[src/rtl/legv8_pkg.sv]
// Shared LEGv8 decode constants, R-type field layout and EX-side control bundle.
// Used by the ID/issue stage and its register scoreboard.
package legv8_pkg;

  localparam int XLEN = 64;
  localparam int NREGS = 32;
  localparam logic [4:0] XZR = 5'd31;

  localparam logic [10:0] OP_ADD = 11'b10001011000;
  localparam logic [10:0] OP_SUB = 11'b11001011000;
  localparam logic [10:0] OP_AND = 11'b10001010000;
  localparam logic [10:0] OP_ORR = 11'b10101010000;

  localparam logic [1:0] ALUOP_NONE  = 2'b00;
  localparam logic [1:0] ALUOP_RTYPE = 2'b10;

  typedef struct packed {
    logic [10:0] opcode;
    logic [4:0]  rm;
    logic [5:0]  shamt;
    logic [4:0]  rn;
    logic [4:0]  rd;
  } rtype_t;

  typedef struct packed {
    logic [10:0] opcode;
    logic [1:0]  alu_op;
    logic [4:0]  write_reg;
    logic        reg_write;
  } ex_ctrl_t;

  localparam ex_ctrl_t EX_CTRL_RST = '{
    opcode:    11'd0,
    alu_op:    ALUOP_NONE,
    write_reg: 5'd0,
    reg_write: 1'b0
  };

  function automatic logic is_rtype_alu(input logic [10:0] op);
    logic hit;
    case (op)
      OP_ADD, OP_SUB, OP_AND, OP_ORR: hit = 1'b1;
      default:                        hit = 1'b0;
    endcase
    return hit;
  endfunction

endpackage

[src/rtl/reg_scoreboard.sv]
// Pending-destination scoreboard: one bit per GPR, set on EX transfer, cleared on write-back.
// Hazard output is combinational from the registered mask plus the instruction held in EX.
module reg_scoreboard
  import legv8_pkg::*;
(
  input  logic       clock,
  input  logic       reset_n,
  input  logic       set_vld,
  input  logic [4:0] set_reg,
  input  logic       clr_vld,
  input  logic [4:0] clr_reg,
  input  logic       inflight_vld,
  input  logic [4:0] inflight_reg,
  input  logic [4:0] src1,
  input  logic [4:0] src2,
  output logic       hazard
);

  logic [NREGS-1:0] pending_q;
  logic [NREGS-1:0] pending_d;
  logic             busy1;
  logic             busy2;

  // Clear first so a set on the same register and edge wins.
  always_comb begin
    pending_d = pending_q;
    if (clr_vld) begin
      pending_d[clr_reg] = 1'b0;
    end
    if (set_vld && (set_reg != XZR)) begin
      pending_d[set_reg] = 1'b1;
    end
    pending_d[XZR] = 1'b0;
  end

  always_ff @(posedge clock or negedge reset_n) begin
    if (!reset_n) begin
      pending_q <= '0;
    end else begin
      pending_q <= pending_d;
    end
  end

  // No write-back bypass: a register freed this cycle is only visible next cycle.
  always_comb begin
    busy1 = (src1 != XZR) &&
            (pending_q[src1] || (inflight_vld && (inflight_reg == src1)));
    busy2 = (src2 != XZR) &&
            (pending_q[src2] || (inflight_vld && (inflight_reg == src2)));
  end

  assign hazard = busy1 || busy2;

endmodule

[src/rtl/id_issue_stage.sv]
// Decode/issue stage for LEGv8 R-type ALU ops: reads the RF, registers operands for EX (latency 1).
// Stalls fetch on RAW hazards and while EX holds an unaccepted instruction; flush drops EX and input.
module id_issue_stage
  import legv8_pkg::*;
(
  input  logic            clock,
  input  logic            reset_n,
  input  logic            in_valid,
  output logic            in_ready,
  input  logic [31:0]     instr,
  input  logic            flush,
  output logic [4:0]      Read1,
  output logic [4:0]      Read2,
  input  logic [XLEN-1:0] ReadData1,
  input  logic [XLEN-1:0] ReadData2,
  output logic            out_valid,
  input  logic            out_ready,
  output logic [XLEN-1:0] ex_A,
  output logic [XLEN-1:0] ex_B,
  output logic [1:0]      ex_ALUOp,
  output logic [10:0]     ex_Opcode,
  output logic [4:0]      ex_WriteReg,
  output logic            ex_RegWrite,
  input  logic            wb_valid,
  input  logic [4:0]      wb_reg,
  output logic            illegal
);

  rtype_t          dec;
  logic            hazard;
  logic            supported;
  logic            accept;
  logic            issue;
  logic            ex_xfer;
  logic            unused_shamt;

  logic            out_valid_q, out_valid_d;
  logic            illegal_q, illegal_d;
  logic [XLEN-1:0] ex_a_q, ex_a_d;
  logic [XLEN-1:0] ex_b_q, ex_b_d;
  ex_ctrl_t        ex_ctrl_q, ex_ctrl_d;

  assign dec          = instr;
  assign Read1        = dec.rn;
  assign Read2        = dec.rm;
  // The shift amount plays no part in the register-register ops issued here.
  assign unused_shamt = ^dec.shamt;

  assign supported = is_rtype_alu(dec.opcode);
  assign in_ready  = !hazard && (!out_valid_q || out_ready);
  assign accept    = in_valid && in_ready && !flush;
  assign issue     = accept && supported;
  assign ex_xfer   = out_valid_q && out_ready;

  reg_scoreboard u_scoreboard (
    .clock        (clock),
    .reset_n      (reset_n),
    .set_vld      (ex_xfer && ex_ctrl_q.reg_write),
    .set_reg      (ex_ctrl_q.write_reg),
    .clr_vld      (wb_valid),
    .clr_reg      (wb_reg),
    .inflight_vld (out_valid_q && ex_ctrl_q.reg_write),
    .inflight_reg (ex_ctrl_q.write_reg),
    .src1         (dec.rn),
    .src2         (dec.rm),
    .hazard       (hazard)
  );

  // Flush outranks a new issue; a plain transfer empties the slot unless refilled.
  always_comb begin
    out_valid_d = out_valid_q;
    illegal_d   = illegal_q;
    ex_a_d      = ex_a_q;
    ex_b_d      = ex_b_q;
    ex_ctrl_d   = ex_ctrl_q;

    if (flush) begin
      out_valid_d = 1'b0;
    end else if (issue) begin
      out_valid_d = 1'b1;
    end else if (ex_xfer) begin
      out_valid_d = 1'b0;
    end

    if (accept && !supported) begin
      illegal_d = 1'b1;
    end

    if (issue) begin
      ex_a_d              = ReadData1;
      ex_b_d              = ReadData2;
      ex_ctrl_d.opcode    = dec.opcode;
      ex_ctrl_d.alu_op    = ALUOP_RTYPE;
      ex_ctrl_d.write_reg = dec.rd;
      ex_ctrl_d.reg_write = (dec.rd != XZR);
    end
  end

  always_ff @(posedge clock or negedge reset_n) begin
    if (!reset_n) begin
      out_valid_q <= 1'b0;
      illegal_q   <= 1'b0;
      ex_a_q      <= '0;
      ex_b_q      <= '0;
      ex_ctrl_q   <= EX_CTRL_RST;
    end else begin
      out_valid_q <= out_valid_d;
      illegal_q   <= illegal_d;
      ex_a_q      <= ex_a_d;
      ex_b_q      <= ex_b_d;
      ex_ctrl_q   <= ex_ctrl_d;
    end
  end

  assign out_valid   = out_valid_q;
  assign illegal     = illegal_q;
  assign ex_A        = ex_a_q;
  assign ex_B        = ex_b_q;
  assign ex_ALUOp    = ex_ctrl_q.alu_op;
  assign ex_Opcode   = ex_ctrl_q.opcode;
  assign ex_WriteReg = ex_ctrl_q.write_reg;
  assign ex_RegWrite = ex_ctrl_q.reg_write;

endmodule

[config.mk]
export PLATFORM = sky130hd
export DESIGN_NAME = id_issue_stage
export DESIGN_NICKNAME = d
export VERILOG_FILES = /design/src/rtl/legv8_pkg.sv /design/src/rtl/reg_scoreboard.sv /design/src/rtl/id_issue_stage.sv
export SDC_FILE = /design/constraint.sdc
export NUM_CORES = 1
export LEC_CHECK = 0
export CAP_MARGIN = 20
export CORE_ASPECT_RATIO = 0.5
export CORE_MARGIN = 5
export CORE_UTILIZATION = 43
export CTS_CLUSTER_DIAMETER = 150
export DETAILED_ROUTE_END_ITERATION = 10
export PLACE_DENSITY = 0.81
export SYNTH_ARGS = -nofsm -noshare
export SYNTH_HDL_FRONTEND = slang
export SYNTH_HIERARCHICAL = 1
export SYNTH_SLANG_ARGS = --single-unit
[constraint.sdc]
create_clock -name clock -period 3.24 [get_ports clock]
set_input_delay 0.81 -clock clock [delete_from_list [all_inputs] [get_ports clock]]
set_output_delay 0.81 -clock clock [all_outputs]
set_load 0.03 [all_outputs]
==> impl_metrics.env <==
export IMPL_synth_nets=708
export IMPL_via_per_inst=5.21
export IMPL_use_met3=0.0489
export IMPL_final_instance_count_excl_fill=1124
export IMPL_rsz0062_at_grt="yes"
export IMPL_grt_pass1_vias=6424
export IMPL_cts_root_buf="clkbuf_16"
export IMPL_cts_tree="done"
export IMPL_drtIter0Drc=431
export IMPL_grt_max_degree=69
export IMPL_crit_required_ns=2.43
export IMPL_htreeDepth=4
export IMPL_regArea_mm2=0.00448
export IMPL_numPortBuffers=323
export IMPL_syn_inst=537
export IMPL_violations="setup timing"
export IMPL_finalSetupViolCount=1
export IMPL_grt_total_usage=0.223
export IMPL_slew_limit_headroom=0.594
export IMPL_firstDrtPassIters=4
export IMPL_syn_avg_cell_area_um2=14.3
export IMPL_p_total_uw=4800
export IMPL_antenna_found_initial=0
export IMPL_syn_to_final_growth_pct=56.4
export IMPL_worst_setup_path_start_kind="input port"
export IMPL_coreArea_mm2=0.0175
export IMPL_grt_ovfl_total=0
export IMPL_hold_class="in2async"
export IMPL_cp_max_fo=6
export IMPL_powerDensity_mw_per_mm2=399
export IMPL_fp_dieW_um=199
export IMPL_ir_drop_uv=349
export IMPL_sw_frac_of_total=0.243
export IMPL_post_route_period_util=1.04
export IMPL_drv_slew=0
export IMPL_vias=5858
export IMPL_synthTopCellsByArea="dfrtp_1 58%, mux2_2 20%, o21ai_0 3.9%, mux4_2 2.9%, buf_6 2.0%"
export IMPL_dp_cells=1085
export IMPL_post_dp_cell_area_mm2=0.0113
export IMPL_p_int_uw=3630
export IMPL_r2r_slack_ns=0.14
export IMPL_place_ws_ns=-0.687
export IMPL_cts_max_path_buffers=2
export IMPL_grt_pass1_wl_um=36500
export IMPL_arrival_ns=2.56
export IMPL_hold_viol_final=0
export IMPL_ioPinCount=331
export IMPL_num_rows=34
export IMPL_fin_area_mm2=0.0120
export IMPL_critPathCaptureType="output port"
export IMPL_fin_nets=1048
export IMPL_ys_warn_count=6
export IMPL_drive_above_1_share=0.272
export IMPL_fp_dieH_um=105
export IMPL_max_slew_worst_pin_slew_ns=0.608
export IMPL_yosysUniqueCellTypes=40
export IMPL_hold_slack_ns=0.375
export IMPL_leakage_uw=0.00545
export IMPL_setup_slack_ns=-0.126
export IMPL_clkLatencyLatePin_ns=0.43
export IMPL_netlist_top_cell_by_area="dfrtp_1"
export IMPL_p_comb_frac=0.098
export IMPL_post_route_drc_count=0
export IMPL_clk_pin_slew_ns=0.07
export IMPL_outcome="finished with violations"
export IMPL_synth_top_area_frac=0.582
export IMPL_hold_buffers=0
export IMPL_grt_met1_usage=0.265
export IMPL_ant_nets=0
export IMPL_final_cell_mix="311 x clkdlybuf4s50_1, 179 x dfrtp_1, 114 x mux2_2, 60 x o21ai_0, 26 x buf_4"
export IMPL_die_area_mm2=0.0208
export IMPL_fillerInstances=1261
export IMPL_cts_buffers=17
export IMPL_seq_area_frac_synth=0.582
export IMPL_place_congestion=0.882
export IMPL_dp_hpwl_um=17800
export IMPL_ys_seq_elements=179
export IMPL_grtUsageMet2=0.406
export IMPL_fin_crit_ns=3.37
export IMPL_drt_total_wl_um=23800
export IMPL_start_util=0.440
export IMPL_clkPwrFrac=0.431
export IMPL_num_antenna_cells=0
export IMPL_final_common_cell="clkdlybuf4s50_1"
export IMPL_drv_cap=0
export IMPL_p_seq_frac=0.471
export IMPL_p_sw_uw=1170
export IMPL_detail_route_wl_per_cell_um=21.1
export IMPL_max_freq_mhz=297
export IMPL_setup_worst_path_class="in2out"
export IMPL_top_usage_layer="met2"
export IMPL_skew_ns=0.0114
export IMPL_multi_input_area_mm2=0.00299
export IMPL_syn_cell_area_mm2=0.00769
export IMPL_clock_sinks=179
-- metal layers --
layer	routed length [µm]	vias up
met4	484	0
met2	12900	196
met5	0	-
li1	-	2610
met3	1290	37
met1	9100	3015
-- sequential cells by signal, indices dropped and copies added, names as in the netlist --
name / count
ex_ALUOp: 1
ex_RegWrite: 1
out_valid: 1
ex_Opcode: 11
ex_WriteReg: 5
ex_A: 64
ex_B: 64
illegal: 1
u_scoreboard/pending_q: 31
-- synthesized netlist by cell type --
cell type and n:
a21o_1 1, a31oi_1 2, a32o_1 1, a41o_1 1
and2_1 1, and3_1 3, and4_1 1, buf_2 5
buf_4 14, buf_6 14, clkbuf_1 6, conb_1 1
dfrtp_1 179, inv_1 4, mux2_2 137, mux2i_1 6
mux4_1 4, mux4_2 10, nand2_1 9, nand2b_1 4
nand3_1 13, nand3b_1 8, nand4_1 3, nand4b_1 2
nor2_1 7, nor2b_1 9, nor4_1 2, nor4b_2 1
nor4b_4 1, nor4bb_1 1, o2111ai_1 1, o211ai_1 3
o21ai_0 60, o221ai_1 1, o31ai_1 2, or2_2 6
or3_1 1, or3b_2 3, xnor2_1 2, xor2_1 8
-- repair_timing --
item                                    4_1_cts  5_1_grt
buffers inserted                              3        1
endpoints found under the setup margin      144      142
pin swaps                                     7       11
hold endpoints to repair                      0        0
gates cloned                                  1        4
resized for setup                            19       19
-- worst max-delay path, stage by stage --
cell and delay, ns:
buf_2 0.14, bufbuf_16 0.28, xor2_1 0.15, nor4_2 0.30
nand3_1 0.17, a31oi_1 0.20, a32o_2 0.21, nor2_4 0.05
buf_6 0.12, buf_6 0.13
-- logic make-up after synthesis --
family	count (synthesis)	synth area share
AOI/OAI and AO/OA	72	0.0514
xor gates and xnor gates	10	0.0114
buffers and inverters	43	0.0423
DFF	179	0.582
muxes	157	0.251
other	1	0.000487
and+or+nand+nor	75	0.0608
-- power groups by stage --
stage	sequential, µW	combinational [µW]	clock, µW
floorplan	2340	102	0
global placement	2300	453	0
detailed placement	2300	463	0
CTS	2260	475	2110
global route	2260	501	2200
finish	2260	470	2070
-- final timing paths --
check                      cells after the start                         to                      start
setup / recovery                              10                   in_ready                  instr[18]
hold / removal                                 1  u_scoreboard/pending_q[4]                    reset_n
setup reg to reg                              12                   ex_B[26]  u_scoreboard/pending_q[6]
hold reg to reg                                1              ex_Opcode[10]              ex_Opcode[10]
max in group asynchronous                      2                   ex_B[25]                    reset_n
min in group clock                             1              ex_Opcode[10]              ex_Opcode[10]
-- layout make-up --
type	count	area share
flip-flops and latches	179	0.372
repair buffers	360	0.305
multi-input cells	315	0.249
clock buffers	18	0.0365
well taps	234	0.0243
clock inverters	14	0.0120
inverters	4	0.00125
-- per-stage QoR --
stage / utilization / setup TNS (ns)
after floorplan: - / -4.00
after global placement: 0.646 / -89.28
after detailed placement: 0.646 / -91.70
after CTS: 0.682 / -0.163
after global routing: 0.688 / -1.37
final: 0.688 / -0.126
Power figures use the tool's default switching activity.
